## src/rtl/ft245_pkg.sv

```systemverilog
// Shared types and constants for the FT245 command receiver: FSM states,
// opcodes and legal parameter ranges.
package ft245_pkg;

  typedef enum logic [1:0] {
    IDLE    = 2'd0,
    STROBE  = 2'd1,
    RECOVER = 2'd2
  } state_e;

  localparam logic [3:0] OP_TOGGLE = 4'h3;
  localparam logic [3:0] OP_SET    = 4'h4;
  localparam logic [3:0] OP_CLR    = 4'h5;
  localparam logic [7:0] OP_WRALL  = 8'h60;

  localparam int unsigned NUM_CH_MIN  = 1;
  localparam int unsigned NUM_CH_MAX  = 8;
  localparam int unsigned RD_LOW_MIN  = 2;
  localparam int unsigned RD_LOW_MAX  = 15;
  localparam int unsigned RD_HIGH_MIN = 3;
  localparam int unsigned RD_HIGH_MAX = 15;

  // Phase counter is wide enough for the largest legal strobe/recovery width.
  localparam int unsigned CNT_W = 4;

endpackage

```

## src/rtl/ft245_rxf_sync.sv

```systemverilog
// Two-flop synchroniser for the asynchronous RXF# pin; resets to 1 so the
// receiver sees "no data" until the pin has been sampled twice.
module ft245_rxf_sync (
  input  logic clk,
  input  logic reset,
  input  logic async_in,
  output logic sync_out
);

  logic meta_q;
  logic sync_q;

  always_ff @(posedge clk or negedge reset) begin
    if (!reset) begin
      meta_q <= 1'b1;
      sync_q <= 1'b1;
    end else begin
      meta_q <= async_in;
      sync_q <= meta_q;
    end
  end

  assign sync_out = sync_q;

endmodule

```

## src/rtl/ft245_cmd_rx.sv

```systemverilog
// FT245 asynchronous-FIFO read controller with single/two-byte command decode.
// Define FT245_CMD_RX_ERRCNT_EN to add the saturating err_count output.
module ft245_cmd_rx
  import ft245_pkg::*;
#(
  parameter int unsigned NUM_CH         = 8,
  parameter int unsigned RD_LOW_CYCLES  = 3,
  parameter int unsigned RD_HIGH_CYCLES = 3
) (
  input  logic              clk,
  input  logic              reset,
  input  logic [7:0]        usb_d,
  input  logic              usb_rxfn,
  output logic              usb_rdn,
  output logic [NUM_CH-1:0] ch_out,
  output logic [7:0]        rx_byte,
  output logic              rx_valid,
  output logic              cmd_err
`ifdef FT245_CMD_RX_ERRCNT_EN
  ,
  output logic [15:0]       err_count
`endif
);

  if (NUM_CH < NUM_CH_MIN || NUM_CH > NUM_CH_MAX ||
      RD_LOW_CYCLES < RD_LOW_MIN || RD_LOW_CYCLES > RD_LOW_MAX ||
      RD_HIGH_CYCLES < RD_HIGH_MIN || RD_HIGH_CYCLES > RD_HIGH_MAX) begin : g_param_err
    $error("ft245_cmd_rx: parameter out of legal range");
  end

  logic rxf_s;

  ft245_rxf_sync u_rxf_sync (
    .clk      (clk),
    .reset    (reset),
    .async_in (usb_rxfn),
    .sync_out (rxf_s)
  );

  state_e             state_q, state_d;
  logic [CNT_W-1:0]   cnt_q, cnt_d;
  logic               usb_rdn_q, usb_rdn_d;
  logic [7:0]         rx_byte_q, rx_byte_d;
  logic               rx_valid_q, rx_valid_d;
  logic [NUM_CH-1:0]  ch_q, ch_d;
  logic               pending_q, pending_d;
  logic               cmd_err_q, cmd_err_d;

  // Read strobe sequencer; usb_rdn is looked ahead from the next state.
  always_comb begin
    state_d    = state_q;
    cnt_d      = cnt_q;
    rx_byte_d  = rx_byte_q;
    rx_valid_d = 1'b0;
    case (state_q)
      IDLE: begin
        if (!rxf_s) begin
          state_d = STROBE;
          cnt_d   = '0;
        end
      end
      STROBE: begin
        if (cnt_q == CNT_W'(RD_LOW_CYCLES - 1)) begin
          state_d    = RECOVER;
          cnt_d      = '0;
          rx_byte_d  = usb_d;
          rx_valid_d = 1'b1;
        end else begin
          cnt_d = cnt_q + CNT_W'(1);
        end
      end
      RECOVER: begin
        if (cnt_q == CNT_W'(RD_HIGH_CYCLES - 1)) begin
          state_d = IDLE;
          cnt_d   = '0;
        end else begin
          cnt_d = cnt_q + CNT_W'(1);
        end
      end
      default: begin
        state_d = IDLE;
        cnt_d   = '0;
      end
    endcase
    usb_rdn_d = (state_d != STROBE);
  end

  logic [3:0] op;
  logic [3:0] idx;
  logic       op_ok;
  logic       idx_ok;

  // Command decode, active in the rx_valid cycle; a write-all header arms
  // the pending flag so the next byte is taken as raw payload.
  always_comb begin
    ch_d      = ch_q;
    pending_d = pending_q;
    cmd_err_d = 1'b0;
    op        = rx_byte_q[7:4];
    idx       = rx_byte_q[3:0];
    op_ok     = (op == OP_TOGGLE) || (op == OP_SET) || (op == OP_CLR);
    idx_ok    = (32'(idx) < NUM_CH);
    if (rx_valid_q) begin
      if (pending_q) begin
        ch_d      = rx_byte_q[NUM_CH-1:0];
        pending_d = 1'b0;
      end else if (rx_byte_q == OP_WRALL) begin
        pending_d = 1'b1;
      end else if (op_ok && idx_ok) begin
        for (int i = 0; i < NUM_CH; i++) begin
          if (idx == 4'(i)) begin
            case (op)
              OP_TOGGLE: ch_d[i] = ~ch_q[i];
              OP_SET:    ch_d[i] = 1'b1;
              OP_CLR:    ch_d[i] = 1'b0;
              default:   ch_d[i] = ch_q[i];
            endcase
          end
        end
      end else begin
        cmd_err_d = 1'b1;
      end
    end
  end

  always_ff @(posedge clk or negedge reset) begin
    if (!reset) begin
      state_q    <= IDLE;
      cnt_q      <= '0;
      usb_rdn_q  <= 1'b1;
      rx_byte_q  <= 8'h00;
      rx_valid_q <= 1'b0;
      ch_q       <= '0;
      pending_q  <= 1'b0;
      cmd_err_q  <= 1'b0;
    end else begin
      state_q    <= state_d;
      cnt_q      <= cnt_d;
      usb_rdn_q  <= usb_rdn_d;
      rx_byte_q  <= rx_byte_d;
      rx_valid_q <= rx_valid_d;
      ch_q       <= ch_d;
      pending_q  <= pending_d;
      cmd_err_q  <= cmd_err_d;
    end
  end

  assign usb_rdn  = usb_rdn_q;
  assign ch_out   = ch_q;
  assign rx_byte  = rx_byte_q;
  assign rx_valid = rx_valid_q;
  assign cmd_err  = cmd_err_q;

`ifdef FT245_CMD_RX_ERRCNT_EN
  logic [15:0] err_cnt_q, err_cnt_d;

  // Counts alongside the cmd_err pulse and sticks at all-ones.
  always_comb begin
    err_cnt_d = err_cnt_q;
    if (cmd_err_d && (err_cnt_q != 16'hFFFF)) begin
      err_cnt_d = err_cnt_q + 16'd1;
    end
  end

  always_ff @(posedge clk or negedge reset) begin
    if (!reset) begin
      err_cnt_q <= 16'h0000;
    end else begin
      err_cnt_q <= err_cnt_d;
    end
  end

  assign err_count = err_cnt_q;
`endif

endmodule

```

## config.mk

```make
export PLATFORM = sky130hd
export DESIGN_NAME = ft245_cmd_rx
export DESIGN_NICKNAME = d
export VERILOG_FILES = /design/src/rtl/ft245_pkg.sv /design/src/rtl/ft245_rxf_sync.sv /design/src/rtl/ft245_cmd_rx.sv
export SDC_FILE = /design/constraint.sdc
export NUM_CORES = 1
export LEC_CHECK = 0
export CORE_MARGIN = 5
export CORE_UTILIZATION = 45
export DETAILED_ROUTE_END_ITERATION = 7
export PLACE_DENSITY_LB_ADDON = 0.08
export REMOVE_ABC_BUFFERS = 1
export SKIP_LAST_GASP = 1
export SLEW_MARGIN = 30
export SYNTH_ARGS = -nofsm -noshare
export SYNTH_HDL_FRONTEND = slang
export SYNTH_SLANG_ARGS = --single-unit
```

## constraint.sdc

```tcl
create_clock -name clk -period 2.7 [get_ports clk]
set_input_delay 0.54 -clock clk [delete_from_list [all_inputs] [get_ports clk]]
set_output_delay 0.54 -clock clk [all_outputs]
set_load 0.1 [all_outputs]
```

# Yosys cells after proc, flatten, opt, wreduce, memory -nomap -nowiden

Index checks and enable logic that the tools add are counted.

Register bits after elaboration: 28
Word-level logic and storage cells: 103
Input bits: 11
Output and inout port bits: 19

Order comparisons: 1
Mux-type cells: 34
Bitwise gates (word level): 8
Add/subtract/negate cells: 1
Eq/ne operators: 17
Reduce and logical (&&, ||, !) cells: 25

Operators by type and width:

| operator                                                              | number |
|---|---|
| 5-bit AND reduction                                                   | 8 |
| 4-bit by 3-bit equality test with 1-bit output, second input constant | 6 |
| 8-bit two-way mux                                                     | 3 |
| 1-bit one-hot mux with 3 select lines                                 | 8 |
| 2-bit nonzero test                                                    | 9 |
| 4-bit by 2-bit equality test with 1-bit output, second input constant | 4 |
| 1-bit two-way mux                                                     | 16 |
| 8-bit by 7-bit equality test with 1-bit output, second input constant | 1 |
| 4-bit two-way mux                                                     | 2 |
| 1-bit NOT                                                             | 8 |
| 4-bit one-hot mux with 2 select lines                                 | 1 |
| 2-bit two-way mux                                                     | 3 |
| 2-bit one-hot mux with 3 select lines                                 | 1 |
| 4-bit by 1-bit adder with 4-bit output, second input constant         | 1 |
| 4-bit by 1-bit equality test with 1-bit output, second input constant | 1 |
| 4-bit logical NOT                                                     | 1 |
| 4-bit less-than comparator, second input constant                     | 1 |
| 2-bit != test, second input constant                                  | 2 |
| 4-bit nonzero test                                                    | 1 |
| 2-bit by 1-bit equality test with 1-bit output, second input constant | 1 |
| 2-bit equality test, second input constant                            | 1 |
| 2-bit logical NOT                                                     | 1 |
| 1-bit logical OR                                                      | 2 |
| 2-bit by 1-bit != test with 1-bit output, second input constant       | 1 |
| other kinds (3)                                                       | 3 |

# Logic depth before layout (Yosys ltp)

Depth in word-level cells: 8
Mapped depth: 7
Gate-level depth less buffers: 6

# By module

From an unflattened synthesis, not the netlist that was laid out.

Cells, all modules: 138
Area, all modules: 1482.7 um^2

Modules (own cells, without submodules):

| module         | area an instance (um^2) | cells an instance | times used | seq. area each (um^2) |
|---|---|---|---|---|
| ft245_cmd_rx   | 1430.1                  | 136               | 1          | 651.9 |
| ft245_rxf_sync | 52.6                    | 2                 | 1          | 52.6 |

# Worst setup path before layout

OpenSTA, ideal clock, no wires.

Path type: register -> register
Start point: register rx_byte_q[2], in the netlist rx_byte[2]
End point: register cmd_err_q, in the netlist cmd_err
Data arrival time: 2.005 ns
Period minus slack after synthesis: 2.127 ns
Slack: 0.573 ns
Path buffers: 1
Cell stages (with the launch flop): 5
Setup time: 0.122 ns
Required time: 2.578 ns
Cells stage by stage: dfrtp_1 buf_6 or3_4 or4_4 o211a_1

Cells in the longest elaborated chain, start to end: 6
Elaborated cells between the ends (all ways): 7
Classes of those cells: order compare (1); eq/ne (1); mux (4); reduce/logical (1)

RTL lines:

| what                       | RTL line            | RTL |
|---|---|---|
| start, declared            | ft245_cmd_rx.sv:43  | `logic [7:0] rx_byte_q, rx_byte_d;` |
| start signal, assigned     | ft245_cmd_rx.sv:140 | `rx_byte_q <= rx_byte_d;` |
| 4-bit less-than comparator | ft245_cmd_rx.sv:102 | `idx_ok = (32'(idx) < NUM_CH);` |
| 1-bit logical AND          | ft245_cmd_rx.sv:109 | `end else if (op_ok && idx_ok) begin` |
| 1-bit two-way mux          | ft245_cmd_rx.sv:109 |  |
| 1-bit two-way mux *        | ft245_cmd_rx.sv:107 | `end else if (rx_byte_q == OP_WRALL) begin` |
| 1-bit two-way mux *        | ft245_cmd_rx.sv:104 | `if (pending_q) begin` |
| 1-bit two-way mux *        | ft245_cmd_rx.sv:103 | `if (rx_valid_q) begin` |
| via cmd_err_d              | ft245_cmd_rx.sv:47  | `logic cmd_err_q, cmd_err_d;` |
| end signal, assigned       | ft245_cmd_rx.sv:144 | `cmd_err_q <= cmd_err_d;` |
| end, declared              | ft245_cmd_rx.sv:47  |  |

Mark *: on every way through the listed nets, which the timed path passes. The rest lies on a longest branch.
A chain may end at the register's enable or synchronous reset.

# Worst setup path in the final report

Start point: register cnt_q[0]
End point: register rx_byte_q[3], in the netlist rx_byte[3]

Cells in the longest elaborated chain, start to end: 2

RTL lines:

| what                                           | RTL line            | RTL |
|---|---|---|
| start, declared                                | ft245_cmd_rx.sv:41  | `logic [CNT_W-1:0] cnt_q, cnt_d;` |
| start signal, assigned                         | ft245_cmd_rx.sv:138 | `cnt_q <= cnt_d;` |
| 4-bit by 2-bit equality test with 1-bit output | ft245_cmd_rx.sv:63  | `if (cnt_q == CNT_W'(RD_LOW_CYCLES - 1)) begin` |
| 2-bit AND reduction (no source line)           | --                  |  |

No other way between the ends.

==> key figures <==
Final layout
  – Filler Cell Count: 317
  – Final std cells w/o fill: 230
  – Sequential Area: 704 um2
  – Layout cell share with drive strength beyond 1: 24.5%
  – Area of the multi-input gates: 796 um2
  – Area grow syn2layout: 18.9%
  – Ant. Diodes: 0
  – Nets: 202

Setup path
  – Worst Setup Start Kind: flop
  – Crit Path Category: flop to flop
  – Crit path required time: 2.92 ns
  – CP Max Fanout: 9
  – CP endpoint kind: flop
  – Crit path arrival time: 2.09 ns
  – Worst R2R Start: cnt_q[0]
  – R2r setup slk: 0.83 ns
  – Worst reg-to-reg path cell count: 5
  – R2R Path End: rx_byte[3]

Yosys
  – Synth top cells by count: dfrtp_1 (25), nor3_1 (14), nand2_1 (11)
  – Synth cell types: 43
  – Ys async rst share: 100%
  – YS warnings: 0
  – Post-Syn Area: 1570 um2
  – Synth area leader: dfrtp_1
  – Synth top area cells: dfrtp_1 (40%), mux2_2 (5.7%), dfstp_2 (5.0%)
  – Synth top area share: 39.8%
  – Post-synth EDFFs: 0
  – Syn avg cell area: 9.89 um2
  – Mapped Cells: 159
  – Post-synth top flop: dfrtp_1
  – Part of the Yosys area used for sequential elements: 44.8%
  – Count leader, synth: dfrtp_1
  – FF+latch count, synth: 28

Clock tree
  – Post-cts sizing count: 0
  – Post-CTS Hold Fix Bufs: 0
  – Root buffer cell: clkbuf_4
  – Postcts setup bufs: 0
  – Clock sinks: 28
  – Htree depth: 1
  – CTS Buf Count: 3
  – CTS tree: yes
  – CTS max path bufs: 2
  – Latest clock arrival within the worst-skew pair: 0.32 ns
  – Worst-path clk slew: 0.15 ns

Outcome
  – Status: complete, no violations

Global route
  – GRT Total Usage: 15.5%
  – First-pass GRT wire length: 6130 um
  – Number of global-route vias before repair: 1,347
  – Largest net degree at the start of global routing: 29
  – Initial antenna violation count: 0
  – Global route overflow: 0

Route
  – Overall routed net length: 3510 um
  – DR vias/cell: 5.84
  – Post-route DRC violation count: 0
  – Routed length per placed instance: 15.2 um
  – DR iter-0 viols: 168
  – Final ANT Viol Nets: 0
  – Routed via count: 1,343
  – Drt first pass iters: 4

Timing
  – Fmax achieved: 535 MHz
  – Final Skew: 0.00695 ns
  – Tcrit/Tclk final: 69.3%
  – Minimum clock period: 1.87 ns
  – Final setup vio count: 0
  – Measured slew at the worst slew-check pin: 0.740 ns
  – Final setup margin: 0.829 ns
  – RSZ-0062 raised after global routing: no
  – Slew Limit Headroom: 50.0%
  – Final Max Tran Viols: 0
  – Post-route setup TNS: 0 ns
  – Endpoints failing hold: 0

Hold path
  – Hold EP: u_rxf_sync.sync_out
  – WHS Path Cells: 0
  – Hold Crit Class: flop to flop
  – Worst Min Path Start: u_rxf_sync.meta_q

Place
  – Routability cong.: 0.899
  – Port Buffer Count: 29
  – DP Worst Slack: 0.844 ns
  – DP HPWL: 2600 um
  – # placed instances: 226

Floorplanning
  – I/O pins: 30
  – Die Span X: 69.1 um
  – Die H: 69.1 um
  – Initial Utilization: 46.8%
  – DIE AREA: 4780 um2
  – Num rows: 21
  – Core ar.: 3360 um2

Run
  – Max Cap Viol: 0
stage by stage:
step	hold slack (ns)	utilization (%)	area, um2
finish	0.368	55.6	1870
global route	0.375	55.6	1870
CTS	0.369	55.6	1870
detailed placement	0.349	54.5	1830
global placement	0.348	54.5	1830
floorplan	0.244	-	1530
critical path, stage by stage, from the launching register on:
cell and delay, ns:
dfrtp_1 0.45, inv_1 0.07, ha_1 0.13, or3b_1 0.47
nor2_4 0.27, mux2_2 0.37
layer usage:
layer	share of wire (%)	global-route usage (%)	wire length (um)
met5	0	0	0
met1	40	17.2	1420
met3	3.6	2.47	126
met2	54	28.4	1900
met4	1.7	7.59	61
cells by family (layout without fill, tap and decap cells):
logic type / Yosys count / in the layout / share of synthesized area, %
AO/OA/AOI/OAI: 35 / 35 / 15.6
AND/OR/NAND/NOR: 66 / 66 / 24.5
multiplexers: 8 / 8 / 5.73
buffers and inverters: 16 / 41 / 4.61
flip-flops: 28 / 28 / 44.8
adder cells (fa/ha/maj): 6 / 6 / 4.77
registers in the layout, summed over array words and instances, names as in the netlist:
signal / count
usb_rdn: 1
state_q: 2
ch_out: 8
pending_q: 1
u_rxf_sync.sync_out: 1
u_rxf_sync.meta_q: 1
rx_byte: 8
rx_valid: 1
cmd_err: 1
cnt_q: 4
cell usage in the layout, fill, tap and decap left out, types with 2 or more instances in the layout:
master	Yosys	final
nor2b_1	3	3
mux2_2	8	8
nand4_1	2	2
o311ai_0	3	3
buf_4	0	20
nand2b_1	6	6
dfrtp_1	25	25
nand2_1	11	11
o22ai_1	2	2
inv_1	7	7
and2_1	2	2
a21oi_1	7	7
ha_1	6	6
clkbuf_4	0	3
o32a_1	2	2
o31ai_1	2	2
nor2_1	9	9
clkdlybuf4s50_1	0	10
o211ai_1	2	2
a31oi_1	3	3
a311oi_1	3	3
o21ai_0	7	7
dfstp_2	3	3
nand3_1	3	3
nor3_1	14	14
nand3b_1	2	2
or3b_1	2	2
final cells by class:
type	count	area share [%]
sequential	28	37.7
tap	46	3.08
inverter	7	1.40
multi-input combinational	115	42.5
timing repair buffer	30	13.4
clock buffer	4	1.94
worst max-delay path by stage:
stage                     depth (start not counted)  slack [ns]    endpoint       start
after floorplan                                   4        0.52   ch_out[7]  rx_byte[6]
after global placement                            5        0.89  rx_byte[5]    cnt_q[0]
after detailed placement                          5        0.84  rx_byte[5]    cnt_q[0]
after CTS                                         5        0.81  rx_byte[3]    cnt_q[0]
after global routing                              5        0.69  rx_byte[0]    cnt_q[0]
final                                             5        0.83  rx_byte[3]    cnt_q[0]
Power is not shown: default switching activity piles up to over one toggle a cycle in this logic, so the estimate is an artifact.
